File: src/rtl/f1_reaction_timer_pkg.sv
// Shared types and helpers for the F1 start-light reaction timer.
package f1_pkg;
    localparam int NUM_LIGHTS = 8;

    typedef enum logic [2:0] {IDLE, ARMING, HOLD, TIMING, REPORT} f1_rt_state_t;

    // 8-bit Fibonacci LFSR step, taps 8,6,5,4.
    function automatic logic [7:0] lfsr_next(input logic [7:0] v);
        return {v[6:0], v[7] ^ v[5] ^ v[4] ^ v[3]};
    endfunction
endpackage

File: src/rtl/f1_reaction_timer_thermo_decode.sv
// Thermometer decoder: counts lit lights when the ones are contiguous from bit 0, else flags bad.
module f1_thermo_decode
    import f1_pkg::*;
(
    input  logic [NUM_LIGHTS-1:0] lights_in,
    output logic [3:0]            lit_count,
    output logic                  bad
);
    logic [NUM_LIGHTS:0] mask;

    always_comb begin
        lit_count = '0;
        bad       = 1'b1;
        mask      = '0;
        for (int n = 0; n <= NUM_LIGHTS; n++) begin
            mask = (9'd1 << n) - 9'd1;
            if (lights_in == mask[NUM_LIGHTS-1:0]) begin
                lit_count = 4'(n);
                bad       = 1'b0;
            end
        end
    end
endmodule

File: src/rtl/f1_reaction_timer.sv
// F1 start-light receiver: validates the light ramp, holds for a random delay, then times the driver's reaction.
module f1_reaction_timer
    import f1_pkg::*;
#(
    parameter int          TICK_DIV  = 1000,
    parameter int          MIN_HOLD  = 16,
    parameter logic [7:0]  HOLD_MASK = 8'h3F,
    parameter logic [7:0]  SEED      = 8'hB8,
    parameter int          RES_W     = 16
) (
    input  logic                  clk,
    input  logic                  rst,
    input  logic [NUM_LIGHTS-1:0] lights_in,
    input  logic                  trigger,
    output logic                  hold_seq,
    output logic                  lights_off,
    output logic [3:0]            lit_count,
    output logic                  code_err,
    output logic                  res_valid,
    input  logic                  res_ready,
    output logic [RES_W-1:0]      res_time,
    output logic                  res_false,
    output f1_rt_state_t          state_dbg
);
    localparam int PSC_W  = (TICK_DIV > 1) ? $clog2(TICK_DIV) : 1;
    localparam int HOLD_W = 16;

    f1_rt_state_t      state;
    logic [7:0]        lfsr;
    logic              trigger_q;
    logic [PSC_W-1:0]  psc;
    logic [HOLD_W-1:0] hold_cnt;
    logic [RES_W-1:0]  rtime;
    logic [3:0]        prev_cnt;
    logic              bad;
    logic              trig_rise;
    logic              tick;

    f1_thermo_decode u_decode (
        .lights_in (lights_in),
        .lit_count (lit_count),
        .bad       (bad)
    );

    assign trig_rise = trigger & ~trigger_q;
    assign tick      = (state == HOLD || state == TIMING) && (psc == PSC_W'(TICK_DIV - 1));
    assign state_dbg = state;

    // Result handshake: res_valid rises with res_time/res_false and all three hold
    // steady until a cycle where res_valid & res_ready are both high; that cycle
    // is the transfer, and the outputs clear on the following cycle.
    always_ff @(posedge clk) begin
        if (rst) begin
            state      <= IDLE;
            lfsr       <= SEED;
            trigger_q  <= 1'b0;
            psc        <= '0;
            hold_cnt   <= '0;
            rtime      <= '0;
            prev_cnt   <= '0;
            hold_seq   <= 1'b0;
            lights_off <= 1'b0;
            code_err   <= 1'b0;
            res_valid  <= 1'b0;
            res_time   <= '0;
            res_false  <= 1'b0;
        end else begin
            lfsr      <= lfsr_next(lfsr);
            trigger_q <= trigger;
            code_err  <= 1'b0;
            // Prescaler only runs while holding or timing; it is 0 on entry to either state.
            if (tick || !(state == HOLD || state == TIMING)) psc <= '0;
            else                                             psc <= psc + 1'b1;

            case (state)
                IDLE: begin
                    if (bad) begin
                        code_err <= 1'b1;
                    end else if (lit_count == 4'd1) begin
                        state    <= ARMING;
                        prev_cnt <= 4'd1;
                    end
                end
                ARMING: begin
                    if (trig_rise) begin
                        state     <= REPORT;
                        hold_seq  <= 1'b1;
                        res_valid <= 1'b1;
                        res_false <= 1'b1;
                        res_time  <= '0;
                    end else if (bad || (lit_count != prev_cnt && lit_count != prev_cnt + 4'd1)) begin
                        code_err <= 1'b1;
                        state    <= IDLE;
                    end else if (lit_count == 4'(NUM_LIGHTS)) begin
                        state    <= HOLD;
                        hold_seq <= 1'b1;
                        hold_cnt <= HOLD_W'(MIN_HOLD) + HOLD_W'(lfsr & HOLD_MASK);
                    end else begin
                        prev_cnt <= lit_count;
                    end
                end
                HOLD: begin
                    if (trig_rise) begin
                        state     <= REPORT;
                        res_valid <= 1'b1;
                        res_false <= 1'b1;
                        res_time  <= '0;
                    end else if (tick) begin
                        if (hold_cnt == '0) begin
                            state      <= TIMING;
                            lights_off <= 1'b1;
                            rtime      <= '0;
                        end else begin
                            hold_cnt <= hold_cnt - 1'b1;
                        end
                    end
                end
                TIMING: begin
                    if (trig_rise) begin
                        state      <= REPORT;
                        lights_off <= 1'b0;
                        res_valid  <= 1'b1;
                        res_false  <= 1'b0;
                        res_time   <= rtime;
                    end else if (tick && rtime != '1) begin
                        rtime <= rtime + 1'b1;
                    end
                end
                REPORT: begin
                    if (res_ready) begin
                        state     <= IDLE;
                        hold_seq  <= 1'b0;
                        res_valid <= 1'b0;
                        res_time  <= '0;
                        res_false <= 1'b0;
                    end
                end
                default: state <= IDLE;
            endcase
        end
    end
endmodule

File: config.mk
export PLATFORM = sky130hd
export DESIGN_NAME = f1_reaction_timer
export DESIGN_NICKNAME = d
export VERILOG_FILES = /design/src/rtl/f1_reaction_timer_pkg.sv /design/src/rtl/f1_reaction_timer_thermo_decode.sv /design/src/rtl/f1_reaction_timer.sv
export SDC_FILE = /design/constraint.sdc
export NUM_CORES = 1
export LEC_CHECK = 0
export CAP_MARGIN = 20
export CORE_MARGIN = 5
export CORE_UTILIZATION = 30
export DETAILED_ROUTE_END_ITERATION = 12
export SLEW_MARGIN = 15
export SYNTH_ARGS = -nofsm -noshare
export SYNTH_HDL_FRONTEND = slang
export SYNTH_SLANG_ARGS = --single-unit
export TNS_END_PERCENT = 5
File: constraint.sdc
create_clock -name clk -period 3.8 [get_ports clk]
set_clock_uncertainty 0.15 [all_clocks]
set_input_delay 0.57 -clock clk [delete_from_list [all_inputs] [get_ports clk]]
set_output_delay 0.57 -clock clk [all_outputs]
set_load 0.01 [all_outputs]
==> results of run 1 <==
==> state kept, by name, indices dropped and copies added (netlist names) <==
signal      cells
code_err        1
hold_cnt       16
hold_seq        1
lfsr            8
lights_off      1
prev_cnt        4
psc            10
res_false       1
res_time       16
res_valid       1
rtime          16
state_dbg       3
trigger_q       1
==> cell families (layout without fill, tap and decap cells) <==
kind of cell | count (synthesis) | count (layout) | synth area share (%)
AOI/OAI and AO/OA | 122 | 122 | 19.64
xor gates and xnor gates | 22 | 22 | 4.689
adders and majority gates | 5 | 5 | 1.523
buffers and inverters | 38 | 82 | 3.471
DFF | 79 | 79 | 38.49
muxes | 3 | 3 | 0.7917
and+or+nand+nor | 242 | 242 | 31.39
==> worst max-delay path by stage <==
stage	from	endpoint	slack (ns)	cells after the start
CTS	lights_in[5]	lit_count[1]	0.32	5
global route	lights_in[5]	lit_count[1]	0.23	5
finish	lights_in[5]	lit_count[1]	0.35	5
global placement	lights_in[5]	hold_cnt[8]	0.26	9
detailed placement	lights_in[5]	hold_cnt[8]	0.15	9
floorplan	lights_in[3]	hold_cnt[2]	0.74	7
==> report_power, final <==
part	leakage (nW)	internal, mW	switching (mW)	total, mW
clock network	0.147	0.533	0.353	0.885
logic	1.01	0.0780	0.116	0.194
registers	0.639	0.845	0.0236	0.868
total	1.80	1.46	0.492	1.95
==> cell type report <==
cell class	instances	area, sq um	area share [%]
flip-flops and latches	79	1582	31.47
clock buffers	11	242.7	4.831
repair buffers	51	475.5	9.462
well taps	176	220.2	4.382
clock inverters	5	63.81	1.270
inverters	15	56.30	1.121
multi-input cells	394	2385	47.46
==> routing by layer <==
metal  up-vias  global-route usage (%)
met5         -                       0
met4         0                   4.290
met3        17                   3.464
met2        69                   22.51
met1      1816                   15.86
li1       1951                       -
==> layout by cell type (no fill, tap or decap), types with 13 or more instances in the layout <==
cell             netlist  layout
dfxtp_1               79      79
nor2_1                52      52
nand2_1               50      50
a21oi_1               43      43
clkdlybuf4s50_1        0      38
nand3_1               36      36
nor3_1                15      15
inv_1                 15      15
nand4_1               14      14
or3_1                 14      14
and3_1                13      13
==> through the flow <==
stage	area [sq um]	hold slack, ns
floorplan	4109	0.2395
global placement	4718	0.2478
detailed placement	4718	0.2504
CTS	5025	0.2655
global route	5025	0.2755
finish	5025	0.2649
==> flow_metrics.py, run 1 <==
metrics = {
    "finish": {
        "fin_nets": 567,
        "fill_cells": 1349,
        "final_util_pct": 37.65,
        "syn_to_final_growth_pct": 22.29,
        "drive_gt1_share_pct": 9.009,
        "final_cell_count_no_fill": 731,
        "diodes": 0,
    },
    "floorplanning": {
        "core_sq_um": 13350,
        "start_util_pct": 30.78,
        "dieWidth_um": 127.0,
        "io_pins": 40,
        "dieHeight_um": 127.0,
        "die_area_sq_um": 16140,
        "row_count": 42,
    },
    "clock_network": {
        "cts_made_buffers": 9,
        "clk_latency_ns": 0.34,
        "root_buffer": "clkbuf_16",
        "cts_tree": "done",
        "clk_pin_slew_ns": 0.06,
        "clockBufferDepth": 2,
        "post_cts_buffers": 0,
        "htreeDepth": 3,
        "cts_sinks": 79,
        "ctsResizeCount": 0,
        "postCtsHoldBufs": 0,
    },
    "grt": {
        "overflow": 0,
        "grt_max_degree": 30,
        "gr-usage-all-layers_pct": 13.07,
        "grt_pass1_wl_um": 17560,
        "antenna_found_initial": 0,
        "first_global_vias": 3717,
    },
    "worst_hold_path": {
        "hp-class": "flip-flop to flip-flop",
        "whs_endpoint": "lfsr[7]",
        "holdPathStages": 1,
        "hp-start": "lfsr[6]",
    },
    "logic_synthesis": {
        "synth_cell_types": 65,
        "synth_commonest_cells": "dfxtp_1, nor2_1, nand2_1, a21oi_1, nand3_1",
        "yosys.area.top_type_share_pct": 38.49,
        "synth-seq-cells": 79,
        "synth_area_leader_cell": "dfxtp_1",
        "synthTopCellsByArea": "dfxtp_1, a21oi_1, nor2_1, nand2_1, nand3_1",
        "synth_warnings": 0,
        "syn_inst": 511,
        "synth_edf_count": 0,
        "synth-async-reset-ratio_pct": 0,
        "syn_nets": 528,
        "ys_seq_area_share_pct": 38.49,
        "synth_area_sq_um": 4109,
        "yosys_most_used_dff": "dfxtp_1",
        "synth_most_common_cell": "dfxtp_1",
        "syn_area_per_cell_sq_um": 8.041,
    },
    "critical_path": {
        "cp_cell_sequence": "clkdlybuf4s50_1 -> or4_4 -> or3_4 -> nand2_1 -> clkdlybuf4s50_1",
        "cpMostUsedCell": "clkdlybuf4s50_1",
        "reg2reg_depth": 7,
        "cp.required_ns": 3.08,
        "r2r_slack_ns": 0.64,
        "critPathMaxFanout": 6,
        "crit_buf_inv": 2,
        "startpoint_type": "primary input",
        "regToRegEndpoint": "rtime[15]",
        "critPathSlowestCell": "or4_4",
        "crit_type": "primary input to primary output",
        "end_kind": "primary output",
        "crit_family": "simple AND/OR/NAND/NOR gates",
        "reg2reg_from": "hold_cnt[7]",
        "crit_arrival_ns": 2.73,
        "slowest_delay_ns": 0.60,
    },
    "drt": {
        "met3_wirelength_um": 414,
        "finalWirelength_um": 10570,
        "vias": 3853,
        "first_pass_iters": 5,
        "ant_nets": 0,
        "wl_met1_um": 4771,
        "drc_errors": 0,
        "drtIter0Drc": 261,
        "viasPerCell": 5.271,
        "detail_route.wl_per_cell_um": 14.45,
        "wl_met2_um": 5227,
        "highest_layer": "met4",
    },
    "timing": {
        "fin_crit_sh_pct": 90.81,
        "slew_violations": 0,
        "setup_viol": 0,
        "fin_setup_tns_ns": 0,
        "tightest_slew_ns": 0.7486,
        "timing.fmax_mhz": 289.8,
        "setup_slack_ns": 0.3493,
        "rsz0062_at_grt": "false",
        "hold_viol": 0,
        "slew-limit-headroom_pct": 50.10,
        "timing.final.crit_period_ns": 3.451,
    },
    "outcome": {
        "outcome": "complete, no violations",
    },
    "power": {
        "irDropWorstVdd_mv": 0.1937,
        "total_power_mw": 1.948,
        "p_leak_nw": 1.796,
        "cellPowerDensity_nw_per_um2": 387.6,
    },
    "place": {
        "dp_hpwl_um": 7695,
        "io_buffers": 39,
        "pre_cts_ws_ns": 0.1506,
        "dp.cells": 715,
        "place_congestion": 0.9141,
    },
    "run": {
        "maxCapViolCount": 0,
    },
}
No activity file was read; power rests on OpenSTA's default activity.
==> run 2, diff against run 1 <==
- ABC_CLOCK_PERIOD_IN_PS: default -> 3800
- DONT_BUFFER_PORTS: default -> 1
- MAX_ROUTING_LAYER: default -> met4
==> run 2 against run 1 <==
  * Routed wire length is 2.3% lower
  * Flip-flop and latch count is the same
  * Combinational power fell by 25%
  * Count of clock-buffer cells in the layout shrank 2
  * Register-to-register slack improved by 0.02 ns
  * Final area down 8.0%
  * Worst setup slack better by 0.31 ns
  * Critical path type is now flip-flop to flip-flop
  * Global-route usage is 0.26 points higher
  * Worst hold slack worse by 0.12 ns
  * Critical endpoint is now rtime[7]
==> flow_metrics.py, run 2 (synthesized netlist as in run 1, its figures left out) <==
metrics = {
    "timing": {
        "setup_viol": 0,
        "slew_violations": 0,
        "tightest_slew_ns": 0.7473,
        "slew-limit-headroom_pct": 50.18,
        "fin_crit_sh_pct": 82.57,
        "hold_viol": 0,
        "fin_setup_tns_ns": 0,
        "timing.final.crit_period_ns": 3.138,
        "timing.fmax_mhz": 318.7,
        "rsz0062_at_grt": "false",
    },
    "critical_path": {
        "cp.required_ns": 3.91,
        "startpoint_type": "flip-flop",
        "r2r_slack_ns": 0.66,
        "critPathMaxFanout": 10,
        "end_kind": "flip-flop",
        "critPathSlowestCell": "or4_4",
        "crit_start": "hold_cnt[7]",
        "reg2reg_from": "hold_cnt[7]",
        "crit_path_end": "rtime[7]",
        "cpMostUsedCell": "or3_1",
        "slowest_delay_ns": 0.54,
        "cp_cell_sequence": "or3_1 -> or4_4 -> or3_1 -> o21ai_2 -> nand4_2 -> or3_1 -> a21oi_1",
        "crit_arrival_ns": 3.25,
        "regToRegEndpoint": "rtime[7]",
        "reg2reg_depth": 7,
        "crit_type": "flip-flop to flip-flop",
    },
    "place": {
        "io_buffers": 0,
        "dp.cells": 671,
        "dp_hpwl_um": 7416,
        "place_congestion": 0.8940,
    },
    "clock_network": {
        "cts_tree": "done",
        "post_cts_buffers": 0,
        "clockBufferDepth": 2,
        "htreeDepth": 3,
        "cts_sinks": 79,
        "root_buffer": "clkbuf_16",
        "cts_made_buffers": 9,
        "clk_latency_ns": 0.34,
        "ctsResizeCount": 0,
        "clk_pin_slew_ns": 0.06,
        "postCtsHoldBufs": 0,
    },
    "grt": {
        "gr-usage-all-layers_pct": 13.32,
        "antenna_found_initial": 0,
        "grt_pass1_wl_um": 17220,
        "grt_max_degree": 56,
        "first_global_vias": 3533,
        "overflow": 0,
    },
    "floorplanning": {
        "dieWidth_um": 127.0,
        "start_util_pct": 30.78,
        "dieHeight_um": 127.0,
        "row_count": 42,
        "io_pins": 40,
        "die_area_sq_um": 16140,
        "core_sq_um": 13350,
    },
    "drt": {
        "vias": 3728,
        "drtIter0Drc": 306,
        "ant_nets": 0,
        "viasPerCell": 5.426,
        "drc_errors": 0,
        "finalWirelength_um": 10320,
        "detail_route.wl_per_cell_um": 15.03,
        "first_pass_iters": 5,
    },
    "finish": {
        "multiInputGateArea_sq_um": 2385,
        "diodes": 0,
        "reg_top3": "hold_cnt (16), res_time (16), rtime (16)",
        "fin_nets": 523,
        "syn_to_final_growth_pct": 12.55,
        "seqCellArea_sq_um": 1582,
        "mostFrequentLayoutCells": "dfxtp_1, nor2_1, nand2_1",
        "final_common_cell": "dfxtp_1",
        "drive_gt1_share_pct": 8.806,
        "fill_cells": 1379,
        "final_cell_count_no_fill": 687,
    },
    "power": {
        "cellPowerDensity_nw_per_um2": 424.6,
        "total_power_mw": 1.964,
        "irDropWorstVdd_mv": 0.2317,
        "p_leak_nw": 1.642,
    },
    "worst_hold_path": {
        "hp-class": "primary input to flip-flop",
    },
    "outcome": {
        "outcome": "complete, no violations",
    },
    "run": {
        "maxCapViolCount": 0,
    },
}
[run 2: layout make-up]
type,count,share of cell area (%)
Multi-Input combinational cell,394,51.57
Sequential cell,79,34.20
Clock buffer,9,4.870
Tap cell,176,4.762
Clock inverter,7,2.246
Inverter,15,1.218
Timing Repair Buffer,7,1.136
[run 2: worst max-delay path: cells and delay by family, from the launching register on]
kind / cells / cell delay [ns]
and+or+nand+nor: 5 / 2.06
DFF: 1 / 0.35
AOI/OAI and AO/OA: 2 / 0.50
[run 2: worst min-delay path by stage]
| stage | startpoint | to | slack (ns) | cells past startpoint |
|---|---|---|---|---|
| final | rst | res_time[14] | 0.15 | 1 |
| after floorplan | lfsr[6] | lfsr[7] | 0.24 | 1 |
| after detailed placement | lfsr[6] | lfsr[7] | 0.25 | 1 |
| after global placement | lfsr[6] | lfsr[7] | 0.25 | 1 |
| after CTS | rst | res_time[14] | 0.13 | 1 |
| after global routing | rst | res_time[4] | 0.12 | 1 |
[run 2: power by group]
group	switching, mW	internal [mW]	total [mW]
combinational	0.0934	0.0514	0.145
clock	0.359	0.584	0.943
sequential	0.0315	0.845	0.876
total	0.483	1.48	1.96
[run 2: routing by layer]
metal	share of wire, %	up-vias	track usage (%)
li1	-	1864	-
met1	45	1770	15.64
met2	48	75	21.58
met3	4.9	19	3.923
met4	2.0	0	5.174
met5	0	-	-
[run 2: through the flow]
step / instance area (sq um) / util, % / hold WS [ns] / worst slack [ns]
detailed placement: 4295 / 32.18 / 0.2480 / 0.4811
finish: 4624 / 34.65 / 0.1474 / 0.6624
global placement: 4295 / 32.18 / 0.2489 / 0.5729
floorplan: 4109 / - / 0.2395 / 0.7358
CTS: 4624 / 34.65 / 0.1310 / 0.6836
global route: 4624 / 34.65 / 0.1248 / 0.4587
==> run 3, diff against run 2 <==
- ABC_CLOCK_PERIOD_IN_PS: 3800 -> 3100
- clock period: 3.8 -> 3.1 ns (I/O delays scaled with it)
==> run 3 against run 2 <==
  * Flip-flop and latch count unchanged
  * Sequential share of layout area decreased by 0.79 points
  * Sequential power increased by 21%
  * Critical path depth unchanged
  * Clock power increased by 16%
  * Utilization increased by 0.82 points
  * Critical path type unchanged
  * Count of clock-buffer cells in the layout increased by 3
  * Global-route usage about the same
  * Largest cell class unchanged
==> flow_metrics.py, run 3 (synthesized netlist as in run 1, its figures left out) <==
metrics = {
    "timing": {
        "timing.fmax_mhz": 338.6,
        "rsz0062_at_grt": "false",
        "fin_crit_sh_pct": 95.26,
        "hold_viol": 0,
        "slew-limit-headroom_pct": 54.92,
        "tightest_slew_ns": 0.6736,
        "setup_viol": 0,
        "fin_setup_tns_ns": 0,
        "timing.final.crit_period_ns": 2.953,
        "slew_violations": 0,
    },
    "power": {
        "irDropWorstVdd_mv": 0.3014,
        "cellPowerDensity_nw_per_um2": 498.7,
        "p_leak_nw": 1.696,
        "total_power_mw": 2.360,
    },
    "outcome": {
        "outcome": "complete, no violations",
    },
    "place": {
        "dp.cells": 685,
        "io_buffers": 0,
        "placed_cell_area_sq_um": 4400,
        "dp_hpwl_um": 7718,
        "place_congestion": 0.9365,
    },
    "floorplanning": {
        "core_sq_um": 13350,
        "dieHeight_um": 127.0,
        "dieWidth_um": 127.0,
        "die_area_sq_um": 16140,
        "io_pins": 40,
        "start_util_pct": 30.78,
        "row_count": 42,
    },
    "finish": {
        "final_common_cell": "dfxtp_1",
        "final_util_pct": 35.46,
        "final_cell_count_no_fill": 701,
        "drive_gt1_share_pct": 11.43,
        "diodes": 0,
        "reg_top3": "hold_cnt (16), res_time (16), rtime (16)",
        "mostFrequentLayoutCells": "dfxtp_1, nor2_1, nand2_1",
        "final_area_sq_um": 4733,
        "syn_to_final_growth_pct": 15.19,
        "fin_nets": 537,
        "fill_cells": 1376,
    },
    "grt": {
        "antenna_found_initial": 0,
        "gr-usage-all-layers_pct": 13.37,
        "grt_max_degree": 56,
        "overflow": 0,
        "grt_pass1_wl_um": 17250,
        "first_global_vias": 3540,
    },
    "worst_hold_path": {
        "hp-start": "rst",
        "hp-class": "primary input to flip-flop",
    },
    "drt": {
        "drc_errors": 0,
        "drtIter0Drc": 353,
        "viasPerCell": 5.432,
        "first_pass_iters": 5,
        "ant_nets": 0,
        "detail_route.wl_per_cell_um": 14.94,
        "vias": 3808,
        "finalWirelength_um": 10470,
    },
    "critical_path": {
        "reg2reg_from": "hold_cnt[7]",
        "startpoint_type": "flip-flop",
        "crit_start": "hold_cnt[7]",
        "end_kind": "flip-flop",
        "crit_arrival_ns": 3.04,
        "critPathMaxFanout": 6,
        "crit_type": "flip-flop to flip-flop",
        "cp.required_ns": 3.19,
    },
    "clock_network": {
        "clk_pin_slew_ns": 0.06,
        "clockBufferDepth": 2,
        "cts_sinks": 79,
        "cts_made_buffers": 9,
        "root_buffer": "clkbuf_16",
        "cts_tree": "done",
        "htreeDepth": 3,
        "clk_latency_ns": 0.34,
    },
    "run": {
        "maxCapViolCount": 0,
    },
}
-- run 3: layer usage --
metal / share of wire (%) / track usage, % / wire length [um] / vias up
met5: 0 / - / 0 / -
met4: 1.8 / 5.110 / 193 / 0
met3: 6.3 / 3.673 / 662 / 18
met2: 48 / 21.54 / 5034 / 108
met1: 44 / 15.95 / 4583 / 1784
li1: - / - / - / 1898
-- run 3: per-stage QoR --
stage               worst slack, ns  hold slack (ns)
finish                       0.1469          0.04484
floorplan                    0.1408           0.2395
global placement             0.1460           0.2482
global route                0.02504          0.02962
detailed placement          0.03469           0.2602
CTS                         0.06853          0.03007
-- run 3: what timing repair did --
action	in CTS	in global routing
gates resized for setup	0	4
setup endpoints to repair	0	6
hold buffers	0	0
setup buffers	0	0
-- run 3: area by class of cell --
class	count	area, sq um	area share [%]
clock buffers	12	256.5	5.419
inverters	15	56.30	1.190
repair buffers	21	157.7	3.331
multi-input cells	394	2409	50.89
well taps	176	220.2	4.652
clock inverters	4	52.55	1.110
flip-flops and latches	79	1582	33.41
-- run 3: worst max-delay path, stage by stage, from the launching register on --
cell and delay, ns:
dfxtp_1 0.34, or3_1 0.44, or4_4 0.54, or3_4 0.37, and3_1 0.26, a21o_1 0.19
or2_1 0.27, a221oi_1 0.28
-- run 3: worst paths after layout --
path	cells after the start	slack, ns	to
worst max-delay path	7	0.15	hold_cnt[6]
worst min-delay path	1	0.04	res_valid
worst max register to register	7	0.15	hold_cnt[6]
worst min register to register	1	0.27	lfsr[7]
-- run 3: where the power goes --
group	switching, mW	internal, mW	total [mW]
Combinational	0.132	0.0791	0.211
Sequential	0.0246	1.04	1.06
Clock	0.419	0.671	1.09
